File: src/rtl/sc_regcounter_ctrl.sv
// Start/pause/clear sequencer emitting one-cycle clear and prescaled increment strobes for a counter.
// inc is combinational on current state/inputs; clear/state/done/busy are registered one cycle after commands.
module sc_regcounter_ctrl #(
  parameter int DATAWIDTH      = 8,
  parameter int PRESCALE_WIDTH = 16
) (
  input  logic                      SC_CTRL_CLOCK_50,
  input  logic                      SC_CTRL_RESET_InLow,
  input  logic                      SC_CTRL_start_In,
  input  logic                      SC_CTRL_pause_In,
  input  logic                      SC_CTRL_clear_In,
  input  logic [PRESCALE_WIDTH-1:0] SC_CTRL_period_InBUS,
  input  logic [DATAWIDTH-1:0]      SC_CTRL_limit_InBUS,
  input  logic [DATAWIDTH-1:0]      SC_CTRL_count_InBUS,
  output logic                      SC_CTRL_inc_Out,
  output logic                      SC_CTRL_clear_Out,
  output logic                      SC_CTRL_done_Out,
  output logic                      SC_CTRL_busy_Out,
  output logic [1:0]                SC_CTRL_state_OutBUS
);

  typedef enum logic [1:0] {
    STATE_IDLE  = 2'b00,
    STATE_RUN   = 2'b01,
    STATE_PAUSE = 2'b10,
    STATE_DONE  = 2'b11
  } stateType;

  stateType                  stateReg, stateNext;
  logic [PRESCALE_WIDTH-1:0] prescalerReg, prescalerNext;
  logic [PRESCALE_WIDTH-1:0] periodReg, periodNext;
  logic                      clearFlagReg, clearFlagNext;
  logic                      incComb;
  logic                      atLimit;
  logic                      tick;

  assign atLimit = (SC_CTRL_count_InBUS == SC_CTRL_limit_InBUS);
  assign tick    = (prescalerReg == '0);

  always_ff @(posedge SC_CTRL_CLOCK_50) begin
    if (!SC_CTRL_RESET_InLow) begin
      stateReg     <= STATE_IDLE;
      prescalerReg <= '0;
      periodReg    <= '0;
      clearFlagReg <= 1'b0;
    end else begin
      stateReg     <= stateNext;
      prescalerReg <= prescalerNext;
      periodReg    <= periodNext;
      clearFlagReg <= clearFlagNext;
    end
  end

  always_comb begin
    stateNext     = stateReg;
    prescalerNext = prescalerReg;
    periodNext    = periodReg;
    clearFlagNext = 1'b0;
    incComb       = 1'b0;
    if (SC_CTRL_clear_In) begin
      stateNext     = STATE_IDLE;
      clearFlagNext = 1'b1;
    end else begin
      case (stateReg)
        STATE_IDLE, STATE_DONE: begin
          if (SC_CTRL_start_In) begin
            stateNext     = STATE_RUN;
            periodNext    = SC_CTRL_period_InBUS;
            prescalerNext = SC_CTRL_period_InBUS;
            clearFlagNext = 1'b1;
          end
        end
        STATE_PAUSE: begin
          if (SC_CTRL_start_In) begin
            stateNext = STATE_RUN;
          end
        end
        STATE_RUN: begin
          // Pause freezes the prescaler so resume continues the same tick phase.
          if (SC_CTRL_pause_In) begin
            stateNext = STATE_PAUSE;
          end else begin
            prescalerNext = tick ? periodReg : prescalerReg - PRESCALE_WIDTH'(1);
            // While clear is pulsing the counter still shows its old value, so skip the compare.
            if (!clearFlagReg && atLimit) begin
              stateNext = STATE_DONE;
            end else if (tick && !clearFlagReg) begin
              incComb = 1'b1;
            end
          end
        end
        default: begin
          stateNext = STATE_IDLE;
        end
      endcase
    end
  end

  assign SC_CTRL_inc_Out      = incComb;
  assign SC_CTRL_clear_Out    = clearFlagReg;
  assign SC_CTRL_done_Out     = (stateReg == STATE_DONE);
  assign SC_CTRL_busy_Out     = (stateReg == STATE_RUN) || (stateReg == STATE_PAUSE);
  assign SC_CTRL_state_OutBUS = stateReg;

endmodule
File: config.mk
export PLATFORM = sky130hd
export DESIGN_NAME = sc_regcounter_ctrl
export DESIGN_NICKNAME = d
export VERILOG_FILES = /design/src/rtl/sc_regcounter_ctrl.sv
export SDC_FILE = /design/constraint.sdc
export NUM_CORES = 1
export LEC_CHECK = 0
export ABC_CLOCK_PERIOD_IN_PS = 2100
export BUFFER_PORTS_ARGS = -buffer_cell sky130_fd_sc_hd__buf_2
export CORE_UTILIZATION = 54
export CTS_CLUSTER_DIAMETER = 100
export DETAILED_ROUTE_END_ITERATION = 6
export PLACE_DENSITY = 0.79
export SLEW_MARGIN = 20
export SYNTH_ARGS = -nofsm -noshare
export SYNTH_HDL_FRONTEND = slang
export SYNTH_SLANG_ARGS = --single-unit
File: constraint.sdc
create_clock -name SC_CTRL_CLOCK_50 -period 2.1 [get_ports SC_CTRL_CLOCK_50]
set_input_delay 0.315 -clock SC_CTRL_CLOCK_50 [delete_from_list [all_inputs] [get_ports SC_CTRL_CLOCK_50]]
set_output_delay 0.315 -clock SC_CTRL_CLOCK_50 [all_outputs]
set_load 0.01 [all_outputs]
Yosys cells after proc, flatten, opt, wreduce, memory -nomap -nowiden
Index checks and enable logic that the tools add are counted.

Add/subtract/negate cells: 1. Muxes and demuxes: 16. Bitwise operators: 2. Reductions and logical operators: 13. Equal/unequal tests: 8.

Operator list (number): $mux 16 (3); $pmux 16 s2 (1); $logic_not 16->1 (1); $sub 16x1->16 const B (1); $eq 8x8->1 (1); $mux 1 (8); $mux 2 (3); $eq 2x2->1 const B (2); $ne 2x2->1 const B (2); $pmux 2 s2 (1); $reduce_and 4->1 (1); $reduce_or 2->1 (2); $ne 3x3->1 const B (1); $reduce_and 3->1 (1); $reduce_or 3->1 (1); $eq 2x1->1 const B (1); $logic_and 1x1->1 (2); $logic_not 2->1 (1); $ne 2x1->1 const B (1); $not 1->1 (2); $reduce_and 2->1 (1); $reduce_bool 2->1 (1); $logic_not 1->1 (1); $logic_or 1x1->1 (1).

Output and inout bits: 6. Input bits: 37. Register bits after elaboration: 35.

Logic depth before layout (Yosys ltp)
Gate-level depths: netlist of run 1.

Depth after elaboration: 7. Gate-level depth with buffers: 8. Depth with buffers taken out: 7.

Least setup slack after synthesis of run 1
Ideal clock, no wire load.

Path kind: register to output. From: register prescalerReg[2]. To: output port SC_CTRL_inc_Out. Setup slack: 156 ps. Path buffers: 1. Cell stages (with the launch flop): 6. Arrival: 1629 ps. Cell sequence: dfxtp_1 nor4_4 and2_1 buf_6 nand4_1 nor4b_1.

Word-level cells in the longest chain between the ends: 7.

Ends and longest elaborated chain: from (decl) (RTL line 30) `logic [PRESCALE_WIDTH-1:0] prescalerReg, prescalerNext;`; from (signal assigned) (RTL line 48) `prescalerReg <= prescalerNext;`; $logic_not 16->1 (RTL line 38) `assign tick = (prescalerReg == '0);`; $logic_and 1x1->1 (RTL line 87) `end else if (tick && !clearFlagReg) begin`; $mux 1 (RTL line 87); $mux 1 (RTL line 85) `if (!clearFlagReg && atLimit) begin`; $mux 1 (RTL line 80) `if (SC_CTRL_pause_In) begin`; $mux 1 (RTL line 64) `case (stateReg)`; $mux 1 (RTL line 60) `if (SC_CTRL_clear_In) begin`; to (decl) (RTL line 15) `output logic SC_CTRL_inc_Out,`.

Every way passes these cells.

Final worst setup path of run 1
From: register prescalerReg[13]. To: output port SC_CTRL_inc_Out.

Same word-level chain as after synthesis.

==> metrics.md, run 1 <==
| Metric | Value |
|---|---|
| Clock power frac | `37.6%` |
| Crit path time final | `2020 ps` |
| P_leak | `0.979 nW` |
| Max VDD drop | `0.511 mV` |
| Psw | `542 uW` |
| CP max stage delay | `350 ps` |
| Compound-cell area share of the yosys netlist | `25.2%` |
| Vias/cell | `5.83` |
| Worst-skew pair later-pin latency | `290 ps` |
| Initial drt markers | `71` |
| Ratio of cells with drive above 1 in the final layout | `25.3%` |
| Fraction of registers with async set/reset | `0%` |
| Seq cells post-synth | `35` |
| Synthesized cell area | `2060 um^2` |
| Number of hold buffers added after cts | `0` |
| Synthesis-to-layout area growth | `22.9%` |
| FMAX | `494 MHz` |
| Syn Area/Cell | `7.89 um^2` |
| Global Route Usage Sum | `28.0%` |
| Post-synthesis cell type count | `45` |
| Reg2reg start | `prescalerReg[10]` |
| CTS root buf | `clkbuf_8` |
| Part of the cycle the worst path needs | `96.3%` |
| Min-delay src | `SC_CTRL_period_InBUS[9]` |
| Simple-Gate Fraction of Synth Area | `25.5%` |
| Sinks on Clock Net | `35` |
| Synthesized instance count | `261` |
| Post-synth top flop | `dfxtp_1` |
| Count of final setup violators | `0` |
| Most frequent cells in the layout | `nand2_1 (44), buf_2 (42), dfxtp_1 (32)` |
| Actual slew at the worst max-slew pin | `693 ps` |
| Hold Crit Endpoint | `periodReg[9]` |
| WP data required | `1780 ps` |
| Die footprint | `4060 um^2` |
| Crit-path cells | `nor4_2, and2b_2, nand4_1, nor4b_2, buf_2` |
| WP data arrival | `1710 ps` |
| Worst min path class | `in2reg` |
| Worst hold stages | `3` |
| Num rows | `22` |
| Clock skew | `7.73 ps` |
| CP endpoint kind | `primary output` |
| Outcome | `finished with violations` |
| CTS tree | `built` |
| Commonest non-fill, non-tap cell in the layout | `nand2_1` |
| Startpoint types | `flip-flop` |
| Placed Area | `2340 um^2` |
| Total power | `1.93 mW` |
| Die height | `63.7 um` |
| Initial antenna violation count | `0` |
| Worst r2r dst | `prescalerReg[6]` |
| CTS buffer count | `5` |
| Max Cap Viol | `0` |
| Total number of vias | `2077` |
| Vias in the first global route | `1913` |
| Post-Layout Cell Count | `356` |
| Slew margin rel. | `53.8%` |
| HPWL Detailed | `3770 um` |
| Final worst slack | `77.2 ps` |
| Yosys Warn Count | `0` |
| Post-synth EDFFs | `0` |
| Final Max Slew Viols | `0` |
| Routed WL | `5360 um` |
| Largest family of logic cells by synthesized area | `simple AND/OR/NAND/NOR gates` |
| Synth Area in XOR/XNOR | `7.23%` |
| TritonRoute pass-1 iters | `6` |
| Inst Count DP | `347` |
| Pre-CTS setup slack | `181 ps` |
| GPL Wtd Cong | `0.898` |
| Chip width | `63.7 um` |
| Post-Layout Inst Area | `2530 um^2` |
| Post-synthesis mux area share | `0%` |
| Final Hold Violating Endpoints | `0` |
| PD cells | `765 nW/um^2` |
| # IOs | `43` |
| First-pass GRT wire length | `8800 um` |
| Core area | `3660 um^2` |
| Largest net degree at the start of global routing | `26` |
| Gate power share | `22.8%` |
| Power share of the sequential group | `39.6%` |
| Longest Clk Path Bufs | `2` |
| Adder-cell share of the synthesized area | `3.04%` |
| Slowest cell on crit path | `dfxtp_1` |
| Total gr overflow | `0` |
| Htree depth | `2` |
| Fill cells | `317` |
| WL per Instance | `15.0 um` |
| Antenna-violating nets left | `0` |
| Violations in the final reports | `design-rule violations` |
| I/O Buffers | `42` |
| N_diodes | `0` |
| R2R cell count | `7` |
| NumNets Final | `349` |
| DR DRC count | `1` |
| Sequential share of the synthesized area | `34.0%` |
| Worst-path fanout max | `3` |
| Clock transition at the registers of the reported paths | `80 ps` |
| Power Internal | `1.39 mW` |
| Final core occ | `69.1%` |
| Setup CP Type | `reg2out` |
| Flop2flop setup slack | `160 ps` |
| Initial Util | `56.2%` |
| Mapped Nets | `303` |
| Net Sw Frac | `28.0%` |
cell usage after synthesis, types with 2 or more instances:
cell type / number / area [um^2]
clkbuf_1: 12 / 45.0
a21boi_0: 16 / 120
xnor2_1: 13 / 114
a211oi_1: 4 / 30.0
o21ai_0: 18 / 90.1
nand2b_1: 3 / 18.8
nor3_1: 5 / 25.0
inv_1: 6 / 22.5
a221oi_1: 10 / 87.6
buf_6: 2 / 22.5
nor2b_1: 3 / 18.8
nor2_1: 13 / 48.8
nand2_1: 44 / 165
xor2_1: 4 / 35.0
o2bb2ai_1: 2 / 17.5
nor4_1: 3 / 18.8
a21o_1: 2 / 15.0
dfxtp_1: 35 / 701
nand3_1: 13 / 65.1
a31oi_1: 6 / 37.5
nand4_1: 4 / 25.0
and2b_2: 2 / 17.5
a21oi_1: 14 / 70.1
ha_1: 5 / 62.6
or3_1: 2 / 12.5
layer usage:
| layer | part of all wire [%] | GRT usage [%] | routed length [um] | vias up |
|---|---|---|---|---|
| met2 | 49 | 48.4 | 2620 | 87 |
| met3 | 6.0 | 5.18 | 321 | 14 |
| met4 | 1.6 | 10.8 | 88 | 0 |
| met1 | 43 | 34.0 | 2330 | 953 |
| li1 | - | - | - | 1023 |
| met5 | 0 | 0 | 0 | - |
worst max path at each step:
stage	startpoint	endpoint	slack [ps]	cells after the start
global route	prescalerReg[13]	SC_CTRL_inc_Out	-10	5
CTS	prescalerReg[2]	SC_CTRL_inc_Out	2	5
finish	prescalerReg[13]	SC_CTRL_inc_Out	80	5
global placement	SC_CTRL_state_OutBUS[1]	prescalerReg[6]	190	7
detailed placement	SC_CTRL_state_OutBUS[1]	prescalerReg[6]	180	7
floorplan	prescalerReg[2]	SC_CTRL_inc_Out	160	5
what timing repair did:
action / CTS / global route
setup buffers: 0 / 1
endpoints found under the setup margin: 1 / 2
resized for setup: 4 / 7
gates cloned: 0 / 0
pin swaps: 0 / 2
power groups by stage:
stage,clock (mW),combinational (mW),sequential [mW]
after floorplan,0,0.282,0.762
after global placement,0,0.407,0.770
after detailed placement,0,0.414,0.771
after CTS,0.734,0.421,0.759
after global routing,0.751,0.487,0.770
final,0.727,0.441,0.765
worst max-delay path, delay by kind of cell, from the launching register on:
kind          cells  cell delay (ps)
buf+inv           1              170
flops             1              350
simple gates      4              900
per-stage QoR:
stage	TNS (ps)	hold WS (ps)
after floorplan	0	440
after global placement	0	450
after detailed placement	0	460
after CTS	0	274
after global routing	-13.7	289
final	0	273
registers in the layout (all words and copies together), names as in the netlist:
| signal | cells |
|---|---|
| prescalerReg | 16 |
| SC_CTRL_state_OutBUS | 2 |
| periodReg | 16 |
| SC_CTRL_clear_Out | 1 |
final cells by class:
type | count | area [um^2] | area share [%]
Multi-Input combinational cell | 204 | 1300 | 51.3
Clock inverter | 2 | 60.1 | 2.38
Timing Repair Buffer | 55 | 312 | 12.3
Inverter | 6 | 22.5 | 0.891
Clock buffer | 6 | 72.6 | 2.87
Tap cell | 48 | 60.1 | 2.38
Sequential cell | 35 | 704 | 27.9
cell families (layout without fill, tap and decap cells):
logic type | after synthesis | in the layout
flip-flops | 35 | 35
AND/OR/NAND/NOR | 104 | 104
AO/OA/AOI/OAI | 78 | 78
adder cells (fa/ha/maj) | 5 | 5
XOR/XNOR | 17 | 17
buffers and inverters | 22 | 69
No activity file was read; power rests on OpenSTA's default activity.
==> run 2: changes to the inputs <==
Settings changed: ABC_AREA set to 1, CORE_UTILIZATION 54 to 55, PLACE_DENSITY 0.79 to 0.8.
==> run 2 against run 1 <==
  * The flow now finishes without violations
  * Largest power group unchanged
  * Global-route usage is 0.30 points higher
  * Clock power is 12% lower
  * Hold slack worse by 12 ps
  * Clock skew is 3.3 ps lower
  * Worst setup slack better by 31 ps
  * Critical path type unchanged
  * Design area is 2.6% higher
  * Flip-flop and latch count stayed put
==> metrics.md, run 2 <==
| Metric | Value |
|---|---|
| Outcome | `finished, final reports clean` |
| Htree depth | `2` |
| WP data arrival | `1680 ps` |
| Final Max Slew Viols | `0` |
| Final worst slack | `108 ps` |
| FMAX | `502 MHz` |
| Post-synth top flop | `dfxtp_1` |
| P_leak | `1.31 nW` |
| Core area | `3740 um^2` |
| Synthesized cell area | `2200 um^2` |
| Slowest cell on crit path | `dfxtp_1` |
| Die footprint | `4260 um^2` |
| N_diodes | `0` |
| CP max stage delay | `330 ps` |
| Largest net degree at the start of global routing | `36` |
| NumNets Final | `429` |
| Most common library cells after synthesis | `nand2_1 (61), nor2_1 (48), a21oi_1 (40)` |
| Global Route Usage Sum | `28.3%` |
| # IOs | `43` |
| Post-synth EDFFs | `0` |
| Ranking of synthesized cells by area | `dfxtp_1 (32%), nand2_1 (10%), a21oi_1 (9.1%)` |
| Sinks on Clock Net | `35` |
| Top cell type's share of synthesized area | `31.8%` |
| CP endpoint kind | `primary output` |
| Seq cells post-synth | `35` |
| Delay-heaviest family, CP | `simple AND/OR/NAND/NOR gates` |
| Yosys Warn Count | `0` |
| HPWL Detailed | `3840 um` |
| Max Cap Viol | `0` |
| Initial antenna violation count | `0` |
| Global Route met1 Usage | `39.5%` |
| Max VDD drop | `0.573 mV` |
| CTS buffer count | `5` |
| Die height | `65.3 um` |
| I/O Buffers | `42` |
| Initial drt markers | `208` |
| Most used routing layer | `met2` |
| Longest Clk Path Bufs | `2` |
| Vias/cell | `5.39` |
| Worst-skew pair later-pin latency | `290 ps` |
| Syn Area/Cell | `6.44 um^2` |
| Commonest non-fill, non-tap cell in the layout | `nand2_1` |
| Pre-CTS setup slack | `360 ps` |
| Count of final setup violators | `0` |
| Vias in the first global route | `2038` |
| Most frequent cells in the layout | `nand2_1 (61), nor2_1 (48), buf_2 (42)` |
| Hold WS | `261 ps` |
| Routed WL | `5560 um` |
| Biggest area consumer among synthesized cells | `dfxtp_1` |
| Actual slew at the worst max-slew pin | `526 ps` |
| Fraction of registers with async set/reset | `0%` |
| Worst-path fanout max | `5` |
| Part of the cycle the worst path needs | `94.9%` |
| Buf/Inv on CP | `2` |
| WL per Instance | `12.8 um` |
| GPL Wtd Cong | `0.891` |
| Synthesis-to-layout area growth | `17.9%` |
| Placed Area | `2440 um^2` |
| Initial Util | `58.8%` |
| First-pass GRT wire length | `9270 um` |
| Sequential share of the synthesized area | `31.8%` |
| Antenna-violating nets left | `0` |
| Crit-path cells | `inv_1, ha_1, nand3_2, nor2_4, nand3_4, nor4_2, buf_2` |
| M3 GR Usage | `6.08%` |
| GR Util met2 | `42.9%` |
| Chip width | `65.3 um` |
| TritonRoute pass-1 iters | `5` |
| Mapped Nets | `384` |
| Slew margin rel. | `64.9%` |
| Num rows | `22` |
| WP data required | `1780 ps` |
| CTS root buf | `clkbuf_8` |
| Startpoint types | `flip-flop` |
| Worst min path class | `in2reg` |
| Final Hold Violating Endpoints | `0` |
| Total gr overflow | `0` |
| Synthesized instance count | `342` |
| Clock transition at the registers of the reported paths | `70 ps` |
| Ratio of cells with drive above 1 in the final layout | `20.1%` |
| PD cells | `747 nW/um^2` |
| Post-synthesis cell type count | `30` |
| Setup CP Type | `reg2out` |
| Clock skew | `4.39 ps` |
| DR DRC count | `0` |
| Total number of vias | `2349` |
| Post-Layout Inst Area | `2590 um^2` |
| CTS tree | `built` |
| Most frequent cell after synthesis | `nand2_1` |
| Crit path time final | `1990 ps` |
-- run 2: final cells by class --
cell class / count / area [um^2]
timing repair buffer: 50 / 270
tap: 48 / 60.1
inverter: 44 / 165
fill: 342 / 1150
multi-input combinational: 251 / 1280
sequential: 35 / 701
clock buffer: 6 / 82.6
clock inverter: 2 / 35.0
-- run 2: logic make-up after synthesis --
group	Yosys count	share of synthesized area, %
DFF	35	31.8
AOI/OAI and AO/OA	89	21.0
and+or+nand+nor	151	31.5
xor gates and xnor gates	6	2.39
buffers and inverters	56	10.4
adders and majority gates	5	2.84
-- run 2: timing repair --
| action | CTS | global route |
|---|---|---|
| resized for setup | 0 | 2 |
| hold buffers | 0 | 0 |
| setup buffers | 0 | 3 |
| setup endpoints to repair | 0 | 1 |
-- run 2: tightest hold or removal path: cells and delay by family --
family,cells,cell delay (ps)
buf+inv,1,90
simple gates,2,120
-- run 2: per-stage QoR --
stage	instances	utilization [%]	power [mW]	setup TNS (ps)
2_1_floorplan	342	-	1.15	0
3_3_place_gp	425	65.3	1.28	0
3_5_place_dp	425	65.3	1.28	0
4_1_cts	433	68.4	1.92	0
5_1_grt	436	69.3	2.05	-8.98
6_report	436	69.3	1.94	0
-- run 2: where the power goes --
group	total, mW	switching (mW)	internal, mW
logic	0.532	0.334	0.198
registers	0.767	0.0492	0.718
clock network	0.638	0.254	0.384
-- run 2: layer usage --
| metal | part of all wire, % | up-vias |
|---|---|---|
| met4 | 0.95 | 0 |
| met2 | 45 | 90 |
| met3 | 7.1 | 5 |
| li1 | - | 1201 |
| met1 | 47 | 1053 |
| met5 | 0 | - |
-- run 2: path summary, 6_finish.rpt --
path	from	end	slack, ps	depth (start not counted)
max	prescalerReg[0]	SC_CTRL_inc_Out	110	7
min	SC_CTRL_period_InBUS[13]	periodReg[13]	260	3
max reg2reg	prescalerReg[0]	prescalerReg[15]	270	11
min reg2reg	periodReg[4]	periodReg[4]	470	2
